<file path="src/rtl/bsg_clk_mon_pkg.sv">
// Shared types and constants for the multi-channel clock monitor.
// Latency: n/a (package only).
// Backpressure: n/a (package only).
package bsg_clk_mon_pkg;

    // Measurement sequencer states.
    typedef enum logic [1:0] {
        MON_IDLE    = 2'd0,
        MON_SETTLE  = 2'd1,
        MON_MEASURE = 2'd2,
        MON_DONE    = 2'd3
    } mon_state_e;

    // Widest per-channel counter the result struct can carry.
    localparam int unsigned MaxCountWidth = 32;

    // Per-channel measurement result. The count field is sized for the widest
    // supported counter; narrower instances zero-extend into it.
    typedef struct packed {
        logic                     overflow;
        logic [MaxCountWidth-1:0] count;
    } chan_result_t;

    // SETTLE must outlast the synchronizer plus the edge-detect flop so that
    // nothing sampled before the start is still in flight when MEASURE opens.
    function automatic int unsigned settle_len(input int unsigned sync_stages);
        return sync_stages + 1;
    endfunction

endpackage

</file>
<file path="src/rtl/bsg_clk_mon_chan.sv">
// One monitor channel: synchronizer, rising-edge detector, saturating counter.
// Latency: a toggle rise is seen by the counter sync_stages_p cycles later.
// Backpressure: none; counts only while count_en_i, holds otherwise.
//
// Ports:
//   clk_i, reset_n_i  reference clock, async active-low reset
//   toggle_i          asynchronous monitored clock
//   clear_i           zero count and overflow (takes priority)
//   count_en_i        count detected edges this cycle
//   res_o             {overflow, zero-extended count}
module bsg_clk_mon_chan
    import bsg_clk_mon_pkg::*;
#(
    parameter int unsigned count_width_p = 16,
    parameter int unsigned sync_stages_p = 2
) (
    input  logic         clk_i,
    input  logic         reset_n_i,
    input  logic         toggle_i,
    input  logic         clear_i,
    input  logic         count_en_i,
    output chan_result_t res_o
);

    localparam logic [count_width_p-1:0] CountMax = '1;
    localparam logic [count_width_p-1:0] CountOne = count_width_p'(1);

    logic [sync_stages_p-1:0] sync_q, sync_d;
    logic                     prev_q;
    logic                     edge_det;
    logic [count_width_p-1:0] cnt_q, cnt_d;
    logic                     ovf_q, ovf_d;

    // toggle enters at bit 0 and leaves the synchronizer at the MSB
    assign sync_d   = {sync_q[sync_stages_p-2:0], toggle_i};
    assign edge_det = sync_q[sync_stages_p-1] & ~prev_q;

    always_comb begin
        cnt_d = cnt_q;
        ovf_d = ovf_q;
        if (clear_i) begin
            cnt_d = '0;
            ovf_d = 1'b0;
        end else if (count_en_i && edge_det) begin
            // overflow marks an edge that arrived with the counter already full
            if (cnt_q == CountMax) begin
                ovf_d = 1'b1;
            end else begin
                cnt_d = cnt_q + CountOne;
            end
        end
    end

    always_ff @(posedge clk_i or negedge reset_n_i) begin
        if (!reset_n_i) begin
            sync_q <= '0;
            prev_q <= 1'b0;
            cnt_q  <= '0;
            ovf_q  <= 1'b0;
        end else begin
            sync_q <= sync_d;
            prev_q <= sync_q[sync_stages_p-1];
            cnt_q  <= cnt_d;
            ovf_q  <= ovf_d;
        end
    end

    assign res_o.overflow = ovf_q;
    assign res_o.count    = MaxCountWidth'(cnt_q);

endmodule

</file>
<file path="src/rtl/bsg_clk_mon_multi.sv">
// Multi-channel clock monitor: counts rising edges of each toggle_i over a window.
// Latency: v_o rises sync_stages_p+1+window+1 cycles after the start-accept cycle.
// Backpressure: results held in DONE until yumi_i; new starts ignored while busy.
//
// Ports:
//   clk_i, reset_n_i           reference clock, async active-low reset
//   start_i, window_i,         start request, window length (cycles) and channel
//   chan_en_i                  enables, all sampled when the start is accepted
//   toggle_i                   asynchronous monitored clocks, one per channel
//   busy_o, v_o, yumi_i        busy outside IDLE; results valid / consumed
//   count_o, overflow_o        per-channel counts (ch0 in LSBs) and saturation flags
//   min_i, max_i, fail_o       only with BSG_CLK_MON_THRESH_EN: per-channel range check
module bsg_clk_mon_multi
    import bsg_clk_mon_pkg::*;
#(
    parameter int unsigned num_chan_p     = 4,
    parameter int unsigned count_width_p  = 16,
    parameter int unsigned window_width_p = 20,
    parameter int unsigned sync_stages_p  = 2
) (
    input  logic                                clk_i,
    input  logic                                reset_n_i,
    input  logic                                start_i,
    input  logic [window_width_p-1:0]           window_i,
    input  logic [num_chan_p-1:0]               chan_en_i,
    input  logic [num_chan_p-1:0]               toggle_i,
    output logic                                busy_o,
    output logic                                v_o,
    input  logic                                yumi_i,
    output logic [num_chan_p*count_width_p-1:0] count_o,
    output logic [num_chan_p-1:0]               overflow_o
`ifdef BSG_CLK_MON_THRESH_EN
    ,
    input  logic [count_width_p-1:0]            min_i,
    input  logic [count_width_p-1:0]            max_i,
    output logic [num_chan_p-1:0]               fail_o
`endif
);

    localparam int unsigned                SettleLen  = settle_len(sync_stages_p);
    localparam logic [window_width_p-1:0]  SettleLoad = window_width_p'(SettleLen - 1);
    localparam logic [window_width_p-1:0]  TimerOne   = window_width_p'(1);

    mon_state_e                state_q, state_d;
    logic [window_width_p-1:0] window_q, window_d;
    logic [window_width_p-1:0] timer_q, timer_d;
    logic [num_chan_p-1:0]     chan_en_q, chan_en_d;
    logic                      accept;
    logic                      measure;

    // timer_q counts the remaining cycles of the current SETTLE or MEASURE phase
    always_comb begin
        state_d   = state_q;
        window_d  = window_q;
        timer_d   = timer_q;
        chan_en_d = chan_en_q;
        accept    = 1'b0;
        case (state_q)
            MON_IDLE: begin
                if (start_i && (window_i != '0)) begin
                    accept    = 1'b1;
                    state_d   = MON_SETTLE;
                    window_d  = window_i;
                    chan_en_d = chan_en_i;
                    timer_d   = SettleLoad;
                end
            end
            MON_SETTLE: begin
                if (timer_q == '0) begin
                    state_d = MON_MEASURE;
                    timer_d = window_q - TimerOne;
                end else begin
                    timer_d = timer_q - TimerOne;
                end
            end
            MON_MEASURE: begin
                if (timer_q == '0) begin
                    state_d = MON_DONE;
                end else begin
                    timer_d = timer_q - TimerOne;
                end
            end
            MON_DONE: begin
                if (yumi_i) begin
                    state_d = MON_IDLE;
                end
            end
            default: begin
                state_d = MON_IDLE;
            end
        endcase
    end

    always_ff @(posedge clk_i or negedge reset_n_i) begin
        if (!reset_n_i) begin
            state_q   <= MON_IDLE;
            window_q  <= '0;
            timer_q   <= '0;
            chan_en_q <= '0;
        end else begin
            state_q   <= state_d;
            window_q  <= window_d;
            timer_q   <= timer_d;
            chan_en_q <= chan_en_d;
        end
    end

    assign busy_o  = (state_q != MON_IDLE);
    assign v_o     = (state_q == MON_DONE);
    assign measure = (state_q == MON_MEASURE);

    chan_result_t res [num_chan_p];

    for (genvar i = 0; i < num_chan_p; i++) begin : g_chan
        logic [count_width_p-1:0] cnt_w;

        // counters clear on the accept edge, so disabled channels read 0
        bsg_clk_mon_chan #(
            .count_width_p (count_width_p),
            .sync_stages_p (sync_stages_p)
        ) u_chan (
            .clk_i      (clk_i),
            .reset_n_i  (reset_n_i),
            .toggle_i   (toggle_i[i]),
            .clear_i    (accept),
            .count_en_i (measure & chan_en_q[i]),
            .res_o      (res[i])
        );

        assign cnt_w = res[i].count[count_width_p-1:0];
        assign count_o[i*count_width_p +: count_width_p] = cnt_w;

        // bits above the configured width are never set by the channel; folding
        // them into overflow keeps any such corruption visible
        if (count_width_p < MaxCountWidth) begin : g_hi
            assign overflow_o[i] = res[i].overflow
                                 | (|res[i].count[MaxCountWidth-1:count_width_p]);
        end else begin : g_full
            assign overflow_o[i] = res[i].overflow;
        end

`ifdef BSG_CLK_MON_THRESH_EN
        assign fail_o[i] = chan_en_q[i]
                         & (overflow_o[i] | (cnt_w < min_i) | (cnt_w > max_i));
`endif
    end

endmodule
</file>
<file path="config.mk">
export PLATFORM = sky130hd
export DESIGN_NAME = bsg_clk_mon_multi
export DESIGN_NICKNAME = d
export VERILOG_FILES = /design/src/rtl/bsg_clk_mon_pkg.sv /design/src/rtl/bsg_clk_mon_chan.sv /design/src/rtl/bsg_clk_mon_multi.sv
export SDC_FILE = /design/constraint.sdc
export NUM_CORES = 1
export LEC_CHECK = 0
export CORE_UTILIZATION = 54
export DETAILED_ROUTE_END_ITERATION = 16
export PLACE_DENSITY = 0.8
export SLEW_MARGIN = 20
export SYNTH_ARGS = -nofsm -noshare
export SYNTH_HDL_FRONTEND = slang
export SYNTH_SLANG_ARGS = --single-unit
</file>
<file path="constraint.sdc">
create_clock -name clk_i -period 3.05 [get_ports clk_i]
set_input_delay 0.305 -clock clk_i [delete_from_list [all_inputs] [get_ports clk_i]]
set_output_delay 0.305 -clock clk_i [all_outputs]
set_load 0.01 [all_outputs]
</file>
## Word level (Yosys, flattened, before mapping)

Index checks and enable logic that the tools add are counted.

| storage, ports and cells | value |
|---|---|
| register bits | 126 |
| latch bits | 0 |
| memory bits (read-only) | 0 |
| RAM bits | 0 |
| output and inout bits | 70 |
| word-level logic and storage cells | 118 |
| input port bits | 32 |
| memories | 0 |

| cells by class | value |
|---|---|
| reductions and logical operators | 29 |
| bitwise logic cells | 12 |
| div/mod/pow operators | 0 |
| equality and inequality tests | 16 |
| muxes and demuxes | 35 |
| shift-type cells | 0 |
| $lt $le $gt $ge | 0 |
| add/subtract/negate cells | 6 |
| $mul | 0 |

Operators by type and width:

| cell | count |
|---|---|
| 2-to-1 mux 16 bit | 12 |
| adder 16 x 1 -> 16 bit (second input constant) | 4 |
| equality test 16 bit (second input constant) | 4 |
| 2-to-1 mux 20 bit | 3 |
| one-hot mux 20 bit (3 select lines) | 1 |
| subtractor 20 x 1 -> 20 bit (second input constant) | 2 |
| zero test 20 bit | 1 |
| nonzero test 20 bit | 1 |
| AND reduction 2 bit | 9 |
| nonzero test 2 bit | 9 |
| 2-to-1 mux 1 bit | 14 |
| inequality test 2 bit (second input constant) | 7 |
| bitwise AND 1 bit | 8 |
| 2-to-1 mux 2 bit | 4 |
| one-hot mux 2 bit (4 select lines) | 1 |
| logical AND 1 bit | 5 |
| equality test 2 bit (second input constant) | 2 |
| inequality test 2 x 1 -> 1 bit (second input constant) | 2 |
| NOT 1 bit | 4 |
| AND reduction 4 bit | 1 |
| AND reduction 3 bit | 1 |
| nonzero test 3 bit | 1 |
| equality test 2 x 1 -> 1 bit (second input constant) | 1 |
| zero test 2 bit | 1 |

## Longest topological paths before layout

| logic depth | value |
|---|---|
| depth after elaboration | 6 |
| mapped depth | 9 |
| gate-level depth less buffers | 8 |

## By module

Synthesis repeated with hierarchy kept, for this count alone.

| second synthesis, totals | value |
|---|---|
| cells, all modules | 814 |
| area total of the unflattened synthesis | 7885.1 µm² |

Modules (own cells, without submodules):

| module | cells each | sequential area each (µm²) | area each (µm²) | times used |
|---|---|---|---|---|
| bsg_clk_mon_chan | 121 | 500.5 | 1201.2 | 4 |
| bsg_clk_mon_multi | 330 | 1151.1 | 3080.5 | 1 |

## Worst setup path after synthesis

OpenSTA, ideal clock, no wires.

| timing | value |
|---|---|
| kind | reg2reg |
| from | reg state_q[0] |
| to | reg g_chan[3].u_chan.cnt_q[8] |
| clock period less this slack | 2.131 ns |
| setup time | 0.132 ns |
| data required time | 2.918 ns |
| setup slack | 0.919 ns |
| stages on the path, launching flop included | 9 |
| arrival | 1.999 ns |
| path buffers | 1 |
| cells stage by stage | dfrtp_1 inv_1 ha_1 buf_2 nand4b_1 a211oi_1 and3_1 xnor2_1 nor2_1 |

| between the ends | value |
|---|---|
| word-level cells in the longest chain between the ends | 5 |
| elaborated cells between the ends (all ways) | 9 |
| classes of those cells | eq/ne (2); mux (2); bitwise (1); reduce/logical (4) |

Ends and longest elaborated chain:

| element | line | source |
|---|---|---|
| start, declared | bsg_clk_mon_multi.sv:44 | `mon_state_e state_q, state_d;` |
| start signal, assigned | bsg_clk_mon_multi.sv:101 | `state_q <= state_d;` |
| equality test 2 bit | bsg_clk_mon_multi.sv:110 | `assign measure = (state_q == MON_MEASURE);` |
| bitwise AND 1 bit | bsg_clk_mon_multi.sv:126 | `.count_en_i (measure & chan_en_q[i]),` |
| logical AND 1 bit | bsg_clk_mon_chan.sv:44 | `end else if (count_en_i && edge_det) begin` |
| nonzero test 2 bit (no source line) | n/a |  |
| AND reduction 2 bit (no source line) | n/a |  |
| end signal, assigned | bsg_clk_mon_chan.sv:63 | `cnt_q <= cnt_d;` |
| end, declared | bsg_clk_mon_chan.sv:31 | `logic [count_width_p-1:0] cnt_q, cnt_d;` |

Several ways; a longest one is shown, not always the timed one.
A chain may end at the register's enable or synchronous reset.

## Final worst setup path

| timing | value |
|---|---|
| from | reg state_q[0] |
| to | reg g_chan[1].u_chan.cnt_q[7] |

| between the ends | value |
|---|---|
| word-level cells in the longest chain between the ends | 5 |
| elaborated cells between the ends (all ways) | 9 |
| classes of those cells | eq/ne (2); mux (2); bitwise (1); reduce/logical (4) |

Ends and longest elaborated chain:

| element | line |
|---|---|
| equality test 2 bit | bsg_clk_mon_multi.sv:110 |
| bitwise AND 1 bit | bsg_clk_mon_multi.sv:126 |
| logical AND 1 bit | bsg_clk_mon_chan.sv:44 |
| nonzero test 2 bit (no source line) | n/a |
| AND reduction 2 bit (no source line) | n/a |
| end signal, assigned | bsg_clk_mon_chan.sv:63 |
| end, declared | bsg_clk_mon_chan.sv:31 |

Several ways; a longest one is shown, not always the timed one.

==> impl_metrics.ini <==
[synth]
syn_avg_cell_area_um2 = 10.4
synth_warnings = 0
syn_area_um2 = 6480
synth_nets = 664
synth_async_sr_flop_share_pct = 100
synth-seq-cells = 126
ys_seq_area_share_pct = 48.7
synth-main-ff-cell = dfrtp_1
netlist_instances = 620
synth_edf_count = 0
synth.distinct_cells = 59

[sta]
finalHoldViolations = 0
period_share_pct = 89.5
slew_viol_final = 0
worstMarginPinSlew_ps = 1030
fmax_ghz = 0.366
setup_tns_ps = 0
finalWorstSetupSlack_ps = 320
fin_worst_skew_ps = 3.10
rsz0062_at_grt = no
relSlewSlack_pct = 31.5
setup_viol = 0
period_needed_ps = 2730

[cells_and_area]
area_delta_synth_final_pct = 28.2
nFillCells = 793
num_antenna_cells = 0
drive_gt1_share_pct = 12.6
final_cell_area_um2 = 8310
nNetsFinal = 778
instances_no_fill = 890

[run_status]
status = finished, violations left
violations = design-rule violations

[cts]
cts_buffer_depth = 2
cts_inserted_buffers = 17
cts_root_buf = clkbuf_16
cts_resized = 0
clkSinkCount = 126
cts_hold_buf = 1
cts_tree = yes
insertion_delay_ps = 420
htree_levels = 4
cts_setup_buffers = 0
clkTransAtPathRegs_ps = 60

[grt]
antenna_found_initial = 0
gr-total-overflow = 0
grt_usage_pct = 27.0
first_global_vias = 5508
grt_pass1_wl_um = 26500
grt_max_degree = 64

[drt]
vias_per_cell = 6.00
drt_iter0_drc = 371
avgRoutedWirePerCell_um = 17.7
final_antenna_net_count = 0
firstDrtPassIters = 11
wl_um = 15800
vias = 5340
drc = 6

[die]
core_area_um2 = 11600
initial_utilization_pct = 56.0
die_w_um = 112
ios = 102
die_area_um2 = 12400
row_count = 39
die_y_um = 112

[min_path]
holdCritStartpoint = toggle_i[1]
hold_path.class = in -> reg
worstHoldEndpoint = g_chan[1].u_chan.sync_q[0]
holdPathStages = 1

[setup_path]
crit_fanout = 13
crit_path_end_kind = register
r2r-end = g_chan[1].u_chan.cnt_q[7]
crit_type = reg -> reg
r2r-start = state_q[0]
worstSetupStartpointType = register
ff2ff_path_depth = 7
rrSetupSlack_ps = 320
worstPathRequired_ps = 3390
crit_arrival_ps = 3080

[power]
vdd_drop_max_mv = 0.482
p_leak_nw = 3.52
powerDensity_nw_per_um2 = 896

[job]
drv_cap = 0

[place]
placed_area_um2 = 7660
dp_hpwl_um = 10600
placed_cells = 857
gp_congestion = 0.887
io_buffers = 101
pre_cts_ws_ps = 161
[state kept, by name (all words and copies together), names as in the netlist]
| name | count |
|---|---|
| g_chan.u_chan.prev_q | 4 |
| timer_q | 20 |
| window_q | 20 |
| chan_en_q | 4 |
| g_chan.u_chan.ovf_q | 4 |
| g_chan.u_chan.cnt_q | 64 |
| state_q | 2 |
| g_chan.u_chan.sync_q | 8 |
[placed cells by master, fill, tap and decap left out, types with 14 or more instances in the layout]
cell type          n
dfrtp_1          126
clkdlybuf4s50_1  100
nor2_1            89
xor2_1            55
nand2_1           35
xnor2_1           29
nand3_1           28
nand4_1           25
mux2_2            23
o21ai_0           22
clkbuf_16         17
inv_1             16
nor4_1            14
a22o_1            14
buf_4             14
[cells by family after synthesis]
family          share of synthesized area, %
xor+xnor                                11.4
fa+ha+maj                               2.32
mux                                     4.77
simple gates                            21.2
flops                                   48.7
compound gates                          9.12
buf+inv                                 2.57
[critical path: stages (launching register included)]
cell and delay, ps:
dfrtp_1 400, inv_1 130, ha_1 590, nand4b_1 360, nor4_2 650, nand3_1 220, xor2_1 180, nor2_1 120
[power breakdown]
part	total (mW)	internal, mW	switching, mW
Sequential	2.46	2.03	0.435
Combinational	2.84	1.22	1.62
Clock	2.14	1.38	0.756
[per-stage QoR]
step | total power, mW | utilization, % | hold slack [ps]
after global placement | 5.17 | 66.3 | 331
after detailed placement | 5.25 | 66.3 | 338
after global routing | 7.84 | 71.8 | 323
final | 7.44 | 71.8 | 339
after floorplan | 4.43 | - | 9.41
after CTS | 7.43 | 71.8 | 321
[Yosys cell counts (8+ instances only)]
library cell,n,area (µm²)
dfrtp_1,126,3150
nor2_1,90,338
xor2_1,55,482
nand2_1,35,131
xnor2_1,29,254
nand3_1,28,140
nand4_1,25,156
mux2_2,23,259
o21ai_0,22,110
inv_1,16,60.1
a22o_1,14,123
nor4_1,14,87.6
and3_1,12,75.1
ha_1,12,150
clkbuf_1,10,37.5
a21oi_1,8,40.0
nor3_1,8,40.0
o22ai_1,8,50.1
[layer usage]
| layer | share of wire (%) | GRT usage (%) |
|---|---|---|
| met1 | 42 | 33.6 |
| met2 | 49 | 44.0 |
| met3 | 6.7 | 7.84 |
| met4 | 2.2 | 11.9 |
| met5 | 0 | 0 |
[area by class of cell]
| type | instances | area (µm²) | area share [%] |
|---|---|---|---|
| Clock buffer | 18 | 439 | 5.29 |
| Inverter | 16 | 60.1 | 0.723 |
| Clock inverter | 14 | 193 | 2.32 |
| Timing Repair Buffer | 115 | 1120 | 13.4 |
| Sequential cell | 126 | 3150 | 38.0 |
| Multi-Input combinational cell | 458 | 3170 | 38.1 |
| Tap cell | 143 | 179 | 2.15 |
[worst max path at each step]
stage	start	endpoint	cells after the start
2_1_floorplan	state_q[0]	g_chan[3].u_chan.cnt_q[8]	8
5_1_grt	state_q[0]	g_chan[3].u_chan.cnt_q[8]	7
6_report	state_q[0]	g_chan[1].u_chan.cnt_q[7]	7
4_1_cts	state_q[0]	g_chan[3].u_chan.cnt_q[14]	7
3_5_place_dp	window_i[1]	timer_q[3]	8
3_3_place_gp	window_i[1]	timer_q[15]	8
(Power assumes the default switching activity.)
